### config.mk
export PLATFORM = sky130hd
export DESIGN_NAME = echo_timer
export DESIGN_NICKNAME = d
export VERILOG_FILES = /design/src/rtl/echo_timer.sv
export SDC_FILE = /design/constraint.sdc
export NUM_CORES = 1
export LEC_CHECK = 0
export ABC_AREA = 1
export CAP_MARGIN = 15
export CORE_MARGIN = 2
export CORE_UTILIZATION = 55
export DETAILED_ROUTE_END_ITERATION = 8
export PLACE_DENSITY = 0.74
export SYNTH_ARGS = -nofsm -noshare
export SYNTH_HDL_FRONTEND = slang
export SYNTH_SLANG_ARGS = --single-unit
### constraint.sdc
create_clock -name clk -period 2.3 [get_ports clk]
set_input_delay 0.345 -clock clk [delete_from_list [all_inputs] [get_ports clk]]
set_output_delay 0.345 -clock clk [all_outputs]
set_load 0.05 [all_outputs]
### src/rtl/echo_timer.sv
// echo_timer: times an ultrasonic echo pulse after a trigger spike and reports
// its width in microseconds, or in centimetres when ECHO_TIMER_CM_EN is defined.
// Missing echoes and echoes longer than TIMEOUT_US report 16'hFFFF with timeout=1.
// Build option: define ECHO_TIMER_CM_EN to include the repeated-subtraction divider.
module echo_timer #(
  parameter int unsigned CLKS_PER_US = 6,
  parameter int unsigned TIMEOUT_US  = 30000,
  parameter int unsigned US_PER_CM   = 58
) (
  input  logic        clk,
  input  logic        rst,
  input  logic        trig,
  input  logic        echo,
  output logic [15:0] value,
  output logic        valid,
  output logic        timeout,
  output logic        busy
);

  localparam logic [15:0] PSC_LAST = 16'(CLKS_PER_US - 1);
  localparam logic [15:0] TMO_US   = 16'(TIMEOUT_US);

`ifdef ECHO_TIMER_CM_EN
  localparam logic [15:0] DIV_CM = 16'(US_PER_CM);
  typedef enum logic [2:0] {
    S_IDLE    = 3'd0,
    S_ARMED   = 3'd1,
    S_MEASURE = 3'd2,
    S_CONVERT = 3'd3,
    S_DONE    = 3'd4
  } state_e;
`else
  typedef enum logic [2:0] {
    S_IDLE    = 3'd0,
    S_ARMED   = 3'd1,
    S_MEASURE = 3'd2,
    S_DONE    = 3'd4
  } state_e;
`endif

  // Saturating 16-bit increment: counters stick at all-ones instead of wrapping.
  function automatic logic [15:0] sat_inc(input logic [15:0] x);
    if (x == 16'hFFFF) begin
      return 16'hFFFF;
    end else begin
      return x + 16'd1;
    end
  endfunction

  state_e      state_q;
  logic        sync1_q, sync2_q, sync3_q;
  logic        rise_q, fall_q;
  logic        trig_q;
  logic [15:0] psc_q, us_q;
  logic [15:0] psc_d, us_d;
  logic [15:0] value_q;
  logic        valid_q, timeout_q, busy_q;
  logic        trig_fall_s;
`ifdef ECHO_TIMER_CM_EN
  logic [15:0] rem_q, quo_q;
`endif

  // trig is already synchronous, so one register is enough to see its falling edge.
  assign trig_fall_s = trig_q & ~trig;

  // Echo synchronizer, registered rise/fall pulses, and trig history.
  always_ff @(posedge clk) begin
    if (rst) begin
      sync1_q <= 1'b0;
      sync2_q <= 1'b0;
      sync3_q <= 1'b0;
      rise_q  <= 1'b0;
      fall_q  <= 1'b0;
      trig_q  <= 1'b0;
    end else begin
      sync1_q <= echo;
      sync2_q <= sync1_q;
      sync3_q <= sync2_q;
      rise_q  <= sync2_q & ~sync3_q;
      fall_q  <= ~sync2_q & sync3_q;
      trig_q  <= trig;
    end
  end

  // Prescaler and microsecond counter advanced by one clock.
  always_comb begin
    if (psc_q >= PSC_LAST) begin
      psc_d = 16'd0;
      us_d  = sat_inc(us_q);
    end else begin
      psc_d = psc_q + 16'd1;
      us_d  = us_q;
    end
  end

  // Control FSM with registered result, strobe and status outputs.
  always_ff @(posedge clk) begin
    if (rst) begin
      state_q   <= S_IDLE;
      psc_q     <= 16'd0;
      us_q      <= 16'd0;
      value_q   <= 16'd0;
      valid_q   <= 1'b0;
      timeout_q <= 1'b0;
      busy_q    <= 1'b0;
`ifdef ECHO_TIMER_CM_EN
      rem_q     <= 16'd0;
      quo_q     <= 16'd0;
`endif
    end else begin
      valid_q <= 1'b0;
      case (state_q)
        S_IDLE: begin
          if (trig_fall_s) begin
            state_q <= S_ARMED;
            psc_q   <= 16'd0;
            us_q    <= 16'd0;
            busy_q  <= 1'b1;
          end
        end
        S_ARMED: begin
          if (rise_q) begin
            state_q <= S_MEASURE;
            psc_q   <= 16'd0;
            us_q    <= 16'd0;
          end else if (us_q >= TMO_US) begin
            state_q   <= S_DONE;
            value_q   <= 16'hFFFF;
            valid_q   <= 1'b1;
            timeout_q <= 1'b1;
          end else begin
            psc_q <= psc_d;
            us_q  <= us_d;
          end
        end
        S_MEASURE: begin
          // The fall is checked first so a fall coinciding with timeout still measures.
          if (fall_q) begin
`ifdef ECHO_TIMER_CM_EN
            state_q <= S_CONVERT;
            rem_q   <= us_d;
            quo_q   <= 16'd0;
`else
            state_q   <= S_DONE;
            value_q   <= us_d;
            valid_q   <= 1'b1;
            timeout_q <= 1'b0;
`endif
          end else if (us_q >= TMO_US) begin
            state_q   <= S_DONE;
            value_q   <= 16'hFFFF;
            valid_q   <= 1'b1;
            timeout_q <= 1'b1;
          end else begin
            psc_q <= psc_d;
            us_q  <= us_d;
          end
        end
`ifdef ECHO_TIMER_CM_EN
        S_CONVERT: begin
          if (rem_q >= DIV_CM) begin
            rem_q <= rem_q - DIV_CM;
            quo_q <= sat_inc(quo_q);
          end else begin
            state_q   <= S_DONE;
            value_q   <= quo_q;
            valid_q   <= 1'b1;
            timeout_q <= 1'b0;
          end
        end
`endif
        S_DONE: begin
          state_q <= S_IDLE;
          busy_q  <= 1'b0;
        end
        default: begin
          state_q <= S_IDLE;
          busy_q  <= 1'b0;
        end
      endcase
    end
  end

  assign value   = value_q;
  assign valid   = valid_q;
  assign timeout = timeout_q;
  assign busy    = busy_q;

endmodule

==> results.cfg <==
[finish]
diodes = 0
drive_gt1_frac = 0.134
fin_nets = 490
num-fill-cells = 504
syn_to_final_growth_pct = 13.5

[cts]
cts_htree_levels = 3
clk_pin_slew_ns = 0.07
clk_latency_ns = 0.34
ctsHoldBuffers = 0
clock_tree.root_cell = clkbuf_8
cts.path.max_buffers = 2
postCtsSetupBuffers = 0
cts_tree = yes
cts_resized = 0
numClockSinks = 60
cts_buffers = 9

[route]
routed_wl_mm = 7.23
dr.pass1.iters = 5
vias = 2997
drtIter0Drc = 241
final_antenna_net_count = 0
avgViaCountPerCell = 5.37
wire_per_inst_um = 13.0
drc_errors = 0

[timing]
setup_viol = 0
fin_crit_ns = 1.96
fin_crit_sh = 0.853
slew-limit-headroom = 0.645
finalMaxSlewViolations = 0
clock_skew_ns = 0.00982
worst_pin_slew_ns = 0.529
max_freq_mhz = 510
rsz0062_at_grt = no
setup_tns_ns = 0
hold_viol = 0

[worst_setup_path]
critical_path.startpoint_type = flip-flop
crit_type = flip-flop to flip-flop
cp_cell_sequence = ha_1 -> inv_1 -> nor2_1 -> nand2_1 -> nor2_2 -> nand2_1 -> nand4_1 -> nand3_1 -> a21oi_2
arrival_ns = 2.24
critPathMaxFanout = 13
critical_path.endpoint_type = flip-flop
cp_data_required_time_ns = 2.57
critPathMaxStageDelay_ns = 0.42
crit_slowest_cell = dfxtp_1
cp_common_cell = nand2_1

[yosys]
postSynthCellCount = 457
synth-seq-cells = 60
synth_edf_count = 0
synth.yosys.warnings = 0
syn_avg_cell_area_sq_um = 7.06
ys_types = 34
ys.flop_type = dfxtp_1
postSynth.asyncResetShare = 0
syn-num-nets = 466
ys_seq_area_frac = 0.372
synth_area_sq_um = 3230

[job]
drv_cap = 0

[power]
pwr-share-comb = 0.058
seqPwrFrac = 0.488
vdd_drop_max_mv = 0.403
power_density_nw_per_um2 = 590
total_power_mw = 2.16
p_leak_nw = 1.42
internal_power_mw = 1.64
p_switching_mw = 0.519
power.share.switching = 0.240
p_clk_frac = 0.454

[grt]
grt_pass1_wl_mm = 12.6
grt-busiest-layer = met2
antenna_found_initial = 0
grt_pass1_vias = 2851
grt_start_max_net_pins = 27
grt_overflow = 0
grt.met1_usage = 0.326
use_met2 = 0.388
grt_usage = 0.247
grt_util_met3 = 0.0371

[floorplanning]
num_rows = 27
die_w_um = 80.6
die_area_sq_um = 6500
pin_count = 23
start_util = 0.579
coreArea_sq_um = 5570
die_h_um = 80.6

[place]
hpwl_mm = 5.05
gp_congestion = 0.857
portBuffers = 22

[hold_path]
hp-class = flip-flop to flip-flop

[run_status]
status = finished clean
==> final timing paths <==
kind,from,endpoint,slack (ns),depth (start not counted)
setup / recovery,us_q[1],us_q[6],0.34,9
hold / removal,sync1_q,sync2_q,0.41,2
setup reg to reg,us_q[1],us_q[6],0.34,9
hold reg to reg,sync1_q,sync2_q,0.41,2
==> cell families (layout without fill, tap and decap cells) <==
| logic type | after synthesis | in the layout | share of synthesized area |
|---|---|---|---|
| and+or+nand+nor | 235 | 235 | 0.344 |
| AOI/OAI and AO/OA | 77 | 77 | 0.145 |
| buffers and inverters | 77 | 106 | 0.111 |
| DFF | 60 | 60 | 0.372 |
| adders and majority gates | 5 | 5 | 0.0194 |
| xor gates and xnor gates | 3 | 3 | 0.00814 |
==> metal layers <==
layer,part of all wire,vias to the layer above
li1,-,1544
met1,0.48,1365
met2,0.46,75
met3,0.047,13
met4,0.019,0
met5,0,-
==> cell type report <==
type,count,area [sq um],share of cell area
clock buffers,12,155,0.0424
clock inverters,4,47.5,0.0130
inverters,61,229,0.0625
multi-input cells,320,1670,0.455
flip-flops and latches,60,1200,0.328
well taps,72,90.1,0.0246
repair buffers,29,273,0.0745
==> flip-flops by register name, indices dropped and copies added (netlist names) <==
register / cells
psc_q: 16
us_q: 16
value: 16
state_q: 3
busy: 1
fall_q: 1
rise_q: 1
sync1_q: 1
sync2_q: 1
sync3_q: 1
timeout: 1
trig_q: 1
valid: 1
==> critical path: cells and delay by family, from the launching register on <==
kind                       cells  cell delay [ns]
and+or+nand+nor                6             1.03
DFF                            1             0.42
adders and majority gates      1             0.24
AOI/OAI and AO/OA              1             0.14
buffers and inverters          1             0.07
==> power by group through the flow <==
stage / Clock, mW / Combinational [mW] / Sequential (mW)
after global placement: 0 / 0.122 / 1.08
after floorplan: 0 / 0.100 / 1.08
after detailed placement: 0 / 0.125 / 1.08
after global routing: 1.03 / 0.139 / 1.06
after CTS: 0.994 / 0.125 / 1.05
final: 0.981 / 0.124 / 1.05
==> layout by cell type, fill, tap and decap left out, types with 2 or more instances in the layout <==
cell	n
o21ai_0	21
nor2_1	58
or2_2	2
dfxtp_1	60
inv_2	2
clkbuf_8	11
o211ai_1	2
nand4_1	21
clkinv_2	2
nand2_8	2
buf_4	7
nand3_1	39
ha_1	5
nand3b_1	3
nand2_1	82
nor3_1	8
o21ai_1	5
xor2_1	3
clkdlybuf4s50_1	22
nand2_4	2
a21oi_1	30
inv_1	58
nand2_2	8
nor2_2	8
a21oi_2	15
==> through the flow <==
step | hold WS (ns) | instances | util | instance area, sq um | worst slack, ns
floorplan | 0.388 | 457 | - | 3230 | 0.729
detailed placement | 0.408 | 542 | 0.621 | 3460 | 0.249
finish | 0.412 | 558 | 0.657 | 3660 | 0.339
global route | 0.427 | 558 | 0.657 | 3660 | 0.0759
global placement | 0.404 | 542 | 0.621 | 3460 | 0.322
CTS | 0.416 | 558 | 0.657 | 3660 | 0.354
==> Yosys cell counts, types with 4 or more instances <==
master / n / share of area
inv_1: 58 / 0.067
buf_6: 4 / 0.014
buf_2: 5 / 0.0078
nand2_1: 82 / 0.095
nand4_1: 21 / 0.041
a21oi_1: 30 / 0.047
nor2_2: 8 / 0.016
a21oi_2: 15 / 0.041
o21ai_1: 5 / 0.0078
nor2_1: 58 / 0.067
dfxtp_1: 60 / 0.37
nor3_1: 8 / 0.012
ha_1: 5 / 0.019
nand2_2: 8 / 0.016
o21ai_0: 21 / 0.033
nand3_1: 39 / 0.060
Note: power is estimated with default switching activity, not from simulation.
